[config.mk]
export PLATFORM = sky130hd
export DESIGN_NAME = snake_move_scheduler
export DESIGN_NICKNAME = d
export VERILOG_FILES = /design/src/rtl/snake_move_scheduler.sv
export SDC_FILE = /design/constraint.sdc
export NUM_CORES = 1
export LEC_CHECK = 0
export ABC_CLOCK_PERIOD_IN_PS = 5350
export BUFFER_PORTS_ARGS = -buffer_cell sky130_fd_sc_hd__buf_2
export CAP_MARGIN = 20
export CORE_UTILIZATION = 50
export CTS_BUF_LIST = sky130_fd_sc_hd__clkbuf_8
export DETAILED_ROUTE_END_ITERATION = 8
export PLACE_DENSITY = 0.79
export SLEW_MARGIN = 20
export SYNTH_ARGS = -nofsm -noshare
export SYNTH_HDL_FRONTEND = slang
export SYNTH_SLANG_ARGS = --single-unit
[constraint.sdc]
create_clock -name Clock -period 5.35 [get_ports Clock]
set_clock_uncertainty 0.05 [all_clocks]
set_input_delay 1.07 -clock Clock [delete_from_list [all_inputs] [get_ports Clock]]
set_output_delay 1.07 -clock Clock [all_outputs]
set_load 0.02 [all_outputs]
[src/rtl/snake_move_scheduler.sv]
`default_nettype none
// ============================================================================
// Module      : snake_move_scheduler
// Description : Game-level controller for the snake head-position datapath.
//               Runs the IDLE/START/RUN/OVER state machine, the move tick
//               timer and the committed travel direction. Issues one-cycle
//               move pulses, a restart pulse, and keeps the score and speed.
// Revision    : 1.0 - initial release
// ============================================================================
module snake_move_scheduler #(
  parameter int CNT_W     = 26,
  parameter int TICK_INIT = 25000000,
  parameter int TICK_STEP = 1000000,
  parameter int TICK_MIN  = 5000000,
  parameter int SCORE_MAX = 99
) (
  input  logic       Clock,
  input  logic       reset,
  input  logic       btn_L,
  input  logic       btn_R,
  input  logic       btn_U,
  input  logic       btn_D,
  input  logic       start,
  input  logic       hit_score,
  input  logic       gameover,
  output logic       move_L,
  output logic       move_R,
  output logic       move_U,
  output logic       move_D,
  output logic       pos_reset,
  output logic       grow,
  output logic [6:0] score,
  output logic       running,
  output logic       over
);

  localparam int C_SUM_MIN_STEP = TICK_MIN + TICK_STEP;
  localparam logic [CNT_W-1:0] C_TICK_INIT   = TICK_INIT[CNT_W-1:0];
  localparam logic [CNT_W-1:0] C_TICK_STEP   = TICK_STEP[CNT_W-1:0];
  localparam logic [CNT_W-1:0] C_TICK_MIN    = TICK_MIN[CNT_W-1:0];
  localparam logic [CNT_W-1:0] C_MIN_STEP    = C_SUM_MIN_STEP[CNT_W-1:0];
  localparam logic [CNT_W-1:0] C_CNT_ONE     = {{(CNT_W-1){1'b0}}, 1'b1};
  localparam logic [6:0]       C_SCORE_MAX   = SCORE_MAX[6:0];

  // Direction encoding: opposite directions differ only in bit 0.
  localparam logic [1:0] C_DIR_L = 2'd0;
  localparam logic [1:0] C_DIR_R = 2'd1;
  localparam logic [1:0] C_DIR_U = 2'd2;
  localparam logic [1:0] C_DIR_D = 2'd3;

  typedef enum logic [1:0] {
    S_IDLE  = 2'd0,
    S_START = 2'd1,
    S_RUN   = 2'd2,
    S_OVER  = 2'd3
  } state_t;

  state_t           r_state;
  state_t           w_state_next;
  logic [4:0]       r_prev;       // {start, U, D, L, R} previous levels
  logic [4:0]       w_keys;
  logic [4:0]       w_edge;
  logic [CNT_W-1:0] r_cnt;
  logic [CNT_W-1:0] r_period;
  logic [1:0]       r_dir;
  logic [1:0]       r_req_dir;
  logic             r_sample;
  logic [3:0]       r_move;       // one-hot {D, U, R, L}
  logic             r_grow;
  logic [6:0]       r_score;
  logic             w_tick;
  logic             w_req_valid;
  logic [1:0]       w_req_dir;

  assign w_keys = {start, btn_U, btn_D, btn_L, btn_R};
  assign w_edge = w_keys & ~r_prev;

  // State register.
  always_ff @(posedge Clock) begin
    if (reset) r_state <= S_IDLE;
    else       r_state <= w_state_next;
  end

  // Next state, move tick and direction-request decode.
  always_comb begin
    w_state_next = r_state;
    w_tick       = 1'b0;
    w_req_valid  = 1'b0;
    w_req_dir    = C_DIR_L;
    case (r_state)
      S_IDLE:  if (w_edge[4]) w_state_next = S_START;
      S_START: w_state_next = S_RUN;
      S_RUN: begin
        if (gameover)          w_state_next = S_OVER;
        else if (r_cnt == '0)  w_tick = 1'b1;
      end
      S_OVER:  if (w_edge[4]) w_state_next = S_START;
      default: w_state_next = S_IDLE;
    endcase
    // Highest-priority pressed key wins; a reversal is dropped, not demoted.
    if      (w_edge[3]) w_req_dir = C_DIR_U;
    else if (w_edge[2]) w_req_dir = C_DIR_D;
    else if (w_edge[1]) w_req_dir = C_DIR_L;
    else                w_req_dir = C_DIR_R;
    w_req_valid = (r_state == S_RUN) && (|w_edge[3:0]) &&
                  (w_req_dir != (r_dir ^ 2'b01));
  end

  // Datapath: timer, direction, move pulses, score and speed.
  always_ff @(posedge Clock) begin
    if (reset) begin
      r_prev    <= '0;
      r_cnt     <= '0;
      r_period  <= C_TICK_INIT;
      r_dir     <= C_DIR_L;
      r_req_dir <= C_DIR_L;
      r_sample  <= 1'b0;
      r_move    <= '0;
      r_grow    <= 1'b0;
      r_score   <= '0;
    end else begin
      r_prev   <= w_keys;
      r_move   <= '0;
      r_grow   <= 1'b0;
      r_sample <= 1'b0;
      if (r_state == S_START) begin
        r_score   <= '0;
        r_period  <= C_TICK_INIT;
        r_dir     <= C_DIR_L;
        r_req_dir <= C_DIR_L;
        r_cnt     <= C_TICK_INIT - C_CNT_ONE;
      end else if (r_state == S_RUN && !gameover) begin
        if (w_tick) begin
          r_move   <= 4'b0001 << r_req_dir;
          r_dir    <= r_req_dir;
          r_cnt    <= r_period - C_CNT_ONE;
          r_sample <= 1'b1;
        end else begin
          r_cnt <= r_cnt - C_CNT_ONE;
        end
      end
      if (w_req_valid) r_req_dir <= w_req_dir;
      // Sample cycle follows a tick, so it never overlaps START.
      if (r_sample && hit_score) begin
        r_grow <= 1'b1;
        if (r_score < C_SCORE_MAX) r_score <= r_score + 7'd1;
        if (r_period < C_MIN_STEP) r_period <= C_TICK_MIN;
        else                       r_period <= r_period - C_TICK_STEP;
      end
    end
  end

  assign move_L    = r_move[0];
  assign move_R    = r_move[1];
  assign move_U    = r_move[2];
  assign move_D    = r_move[3];
  assign grow      = r_grow;
  assign score     = r_score;
  assign pos_reset = (r_state == S_START);
  assign running   = (r_state == S_RUN);
  assign over      = (r_state == S_OVER);

endmodule
`default_nettype wire
==> metrics.csv <==
metric;value;unit
hold_buf cts;0;
fraction of the mapped netlist area in simple logic gates;0.282;
first element of the critical path;gameover;
Peak supply drop;0.000218;V
Static Leakage;1.60;nW
number of global-route vias before repair;3713;
Logic pwr share;0.411;
measured slew at the worst slew-check pin;1.10;ns
antenna viol nets, final;0;
sequential-to-total area share from yosys stat;0.347;
Final Hold Violating Endpoints;0;
main combinational cell family by area after synthesis;simple AND/OR/NAND/NOR gates;
clock tree root driver cell;clkbuf_8;
max-cap violations;0;
hold slack final;0.424;ns
Synth Area in Adders;0.0217;
slowest stage cell on the critical path;or3b_2;
die height;91.9;µm
mean instance size in the synthesized netlist;7.88;µm²
fraction of registers with async set/reset;0;
clock slew at the register clock pins of the worst setup and hold paths;0.08;ns
number of enable-type register cells in the synthesized netlist;0;
total net switching power;0.881;mW
final setup violating endpoints;0;
critical path startpoint category;input pin;
fraction of the mapped netlist area in compound gates;0.245;
class of the most critical hold timing path;flip-flop to flip-flop;
number of antenna violations at the first check in global routing;0;
path type of the worst setup path;input pin to flip-flop;
CP Data Required Time;5.58;ns
leftover overflow at the end of global routing;0;
Power Density;484;mW/mm²
worst rel slew slack;0.262;
x dimension of the die;91.9;µm
HPWL Detailed;7180;µm
DRC violations left;0;
Setup Buffers After CTS;0;
nets@finish;533;
Ys Warns;0;
share of final-layout standard cells stronger than drive strength 1;0.127;
floorplan row count;32;
number of buffers inserted during clock tree synthesis;9;
sum of routed wire length over all layers;10600;µm
wire per inst;17.1;µm
Switching Share;0.412;
capturing element type of the critical path;flip-flop;
gpl congestion;0.919;
pins over their slew limit;0;
reg-to-reg critical path startpoint;r_state[0];
final critical-path share of the clock period;0.653;
shortest period the worst path allows;3.50;ns
family with the most delay on the worst path;simple AND/OR/NAND/NOR gates;
core utilization of the finished layout;0.569;
relative contribution of sequential cells to total power;0.349;
via count;3939;
I/O pin cnt;24;
number of H-tree levels;3;
Gates resized, CTS repair;0;
synthesized flop and latch total;70;
Crit path arrival time;3.72;ns
Global Route Usage Sum;0.264;
first-pass GRT wire length;17800;µm
vias per cell;6.32;
clock network fraction of design power;0.240;
number of optimization iterations in the first detailed-route pass;5;
post-synthesis cell count;512;
status;complete, no violations;
Die Footprint;0.00844;mm²
origin of the worst min-delay path;r_dir[1];
buffer levels on the longest clock path;2;
share of cell area taken by muxes after synthesis;0.0205;
count of clock tree sinks;70;
number of port buffers;23;
internal power consumption;1.26;mW
critical-path cell list;buf_2 -> nor2b_2 -> buf_4 -> nand4_4 -> nor3_4 -> buf_4 -> mux2i_1 -> or3b_2 -> a21oi_1 -> o22ai_1 -> a21oi_1;
largest net degree at the start of global routing;33;
synthesized net count;528;
Netlist cell types;61;
area inside the core boundary;0.00777;mm²
critical path buffer and inverter count;3;
setup TNS;0;ns
Skew-Pair Late Insertion Delay;0.35;ns
Peak Freq;286;MHz
XOR/XNOR share of the synthesized area;0.0325;
CTS tree;done;
prevailing post-synth register cell;dfxtp_1;
Area Overhead vs Synth;9.55;%
violation count after the first detailed-routing iteration;397;
n_diodes;0;
setup repair after global routing missed its margin;no;
worst-path fanout max;32;
synthesized cell area;0.00404;mm²
effective utilization at floorplan;0.520;
filler cell count in the final layout;723;
maximum single-stage delay on the critical path;0.48;ns
-- power by group through the flow --
stage | Combinational [mW] | Sequential, mW | Clock [mW]
4_1_cts | 0.870 | 0.741 | 0.520
5_1_grt | 0.978 | 0.757 | 0.541
6_report | 0.880 | 0.746 | 0.514
3_5_place_dp | 0.862 | 0.753 | 0
3_3_place_gp | 0.830 | 0.747 | 0
2_1_floorplan | 0.711 | 0.702 | 0
-- sequential cells by signal (all words and copies together), names as in the netlist --
| name | count |
|---|---|
| r_state | 2 |
| r_period | 20 |
| r_move | 4 |
| r_req_dir | 2 |
| grow | 1 |
| r_sample | 1 |
| score | 7 |
| r_dir | 2 |
| r_cnt | 26 |
| r_prev | 5 |
-- layout make-up --
cell class,instances,area [µm²],share of cell area
clock buffers,9,124,0.0280
clock inverters,6,111,0.0252
inverters,18,67.6,0.0153
multi-input cells,389,2430,0.550
flip-flops and latches,70,1400,0.317
well taps,102,128,0.0289
repair buffers,29,160,0.0362
-- tightest hold or removal path: stages, from the launching register on --
cell and delay, ns:
dfxtp_1 0.32, nand2_1 0.05, a21oi_1 0.05
-- cells in the mapped netlist (7+ instances only) --
cell / instances / area (µm²)
nand3_1: 11 / 55.1
o21ai_0: 27 / 135
ha_1: 7 / 87.6
nor2_1: 54 / 203
a211oi_1: 9 / 67.6
nand2b_1: 10 / 62.6
xnor2_1: 7 / 61.3
nor4_1: 10 / 62.6
clkbuf_1: 30 / 113
dfxtp_1: 70 / 1400
a31oi_1: 8 / 50.1
a21oi_1: 53 / 265
and3_1: 7 / 43.8
o22ai_1: 8 / 50.1
a22oi_1: 9 / 67.6
nand2_1: 41 / 154
nor3_1: 20 / 100
xor2_1: 8 / 70.1
inv_1: 18 / 67.6
-- worst paths after layout --
path / slack (ns) / depth (start not counted) / end
worst max-delay path: 1.85 / 11 / r_cnt[12]
worst min-delay path: 0.42 / 2 / r_dir[1]
worst max register to register: 1.98 / 12 / r_cnt[12]
worst min register to register: 0.42 / 2 / r_dir[1]
-- layer usage --
metal  track usage  up-vias  part of all wire
li1              -     1887                 -
met1         0.337     1871              0.44
met2         0.416      153              0.46
met3        0.0597       28             0.064
met4         0.135        0             0.031
met5             0        -                 0
-- per-stage QoR --
step	worst slack [ns]	power (mW)	area (µm²)	cells
after floorplan	2.13	1.41	4040	512
after global placement	1.58	1.58	4190	608
after detailed placement	1.52	1.62	4190	608
after CTS	1.89	2.13	4420	623
after global routing	1.60	2.28	4420	623
final	1.85	2.14	4420	623
-- kinds of logic after synthesis --
kind of cell	count (synthesis)
buf+inv	53
flops	70
fa+ha+maj	7
mux	8
xor+xnor	15
simple gates	206
compound gates	153
-- cells in the final DEF, fill, tap and decap left out, types with 5 or more instances in the layout --
| cell | instances |
|---|---|
| clkbuf_8 | 9 |
| nand3_1 | 11 |
| nand3b_1 | 6 |
| o21ai_0 | 27 |
| or3_1 | 6 |
| o22ai_1 | 8 |
| mux2i_1 | 6 |
| buf_2 | 23 |
| nand2_1 | 41 |
| and3_1 | 7 |
| dfxtp_1 | 70 |
| xnor2_1 | 7 |
| nand2b_1 | 10 |
| or4_1 | 6 |
| xor2_1 | 8 |
| nor2_1 | 54 |
| a22oi_1 | 9 |
| nor3_1 | 20 |
| a211oi_1 | 9 |
| nand4_1 | 6 |
| a21oi_1 | 53 |
| nor4_1 | 10 |
| inv_1 | 18 |
| a31oi_1 | 8 |
| buf_4 | 6 |
| ha_1 | 7 |
| or2_2 | 5 |
No activity file was read; power rests on OpenSTA's default activity.
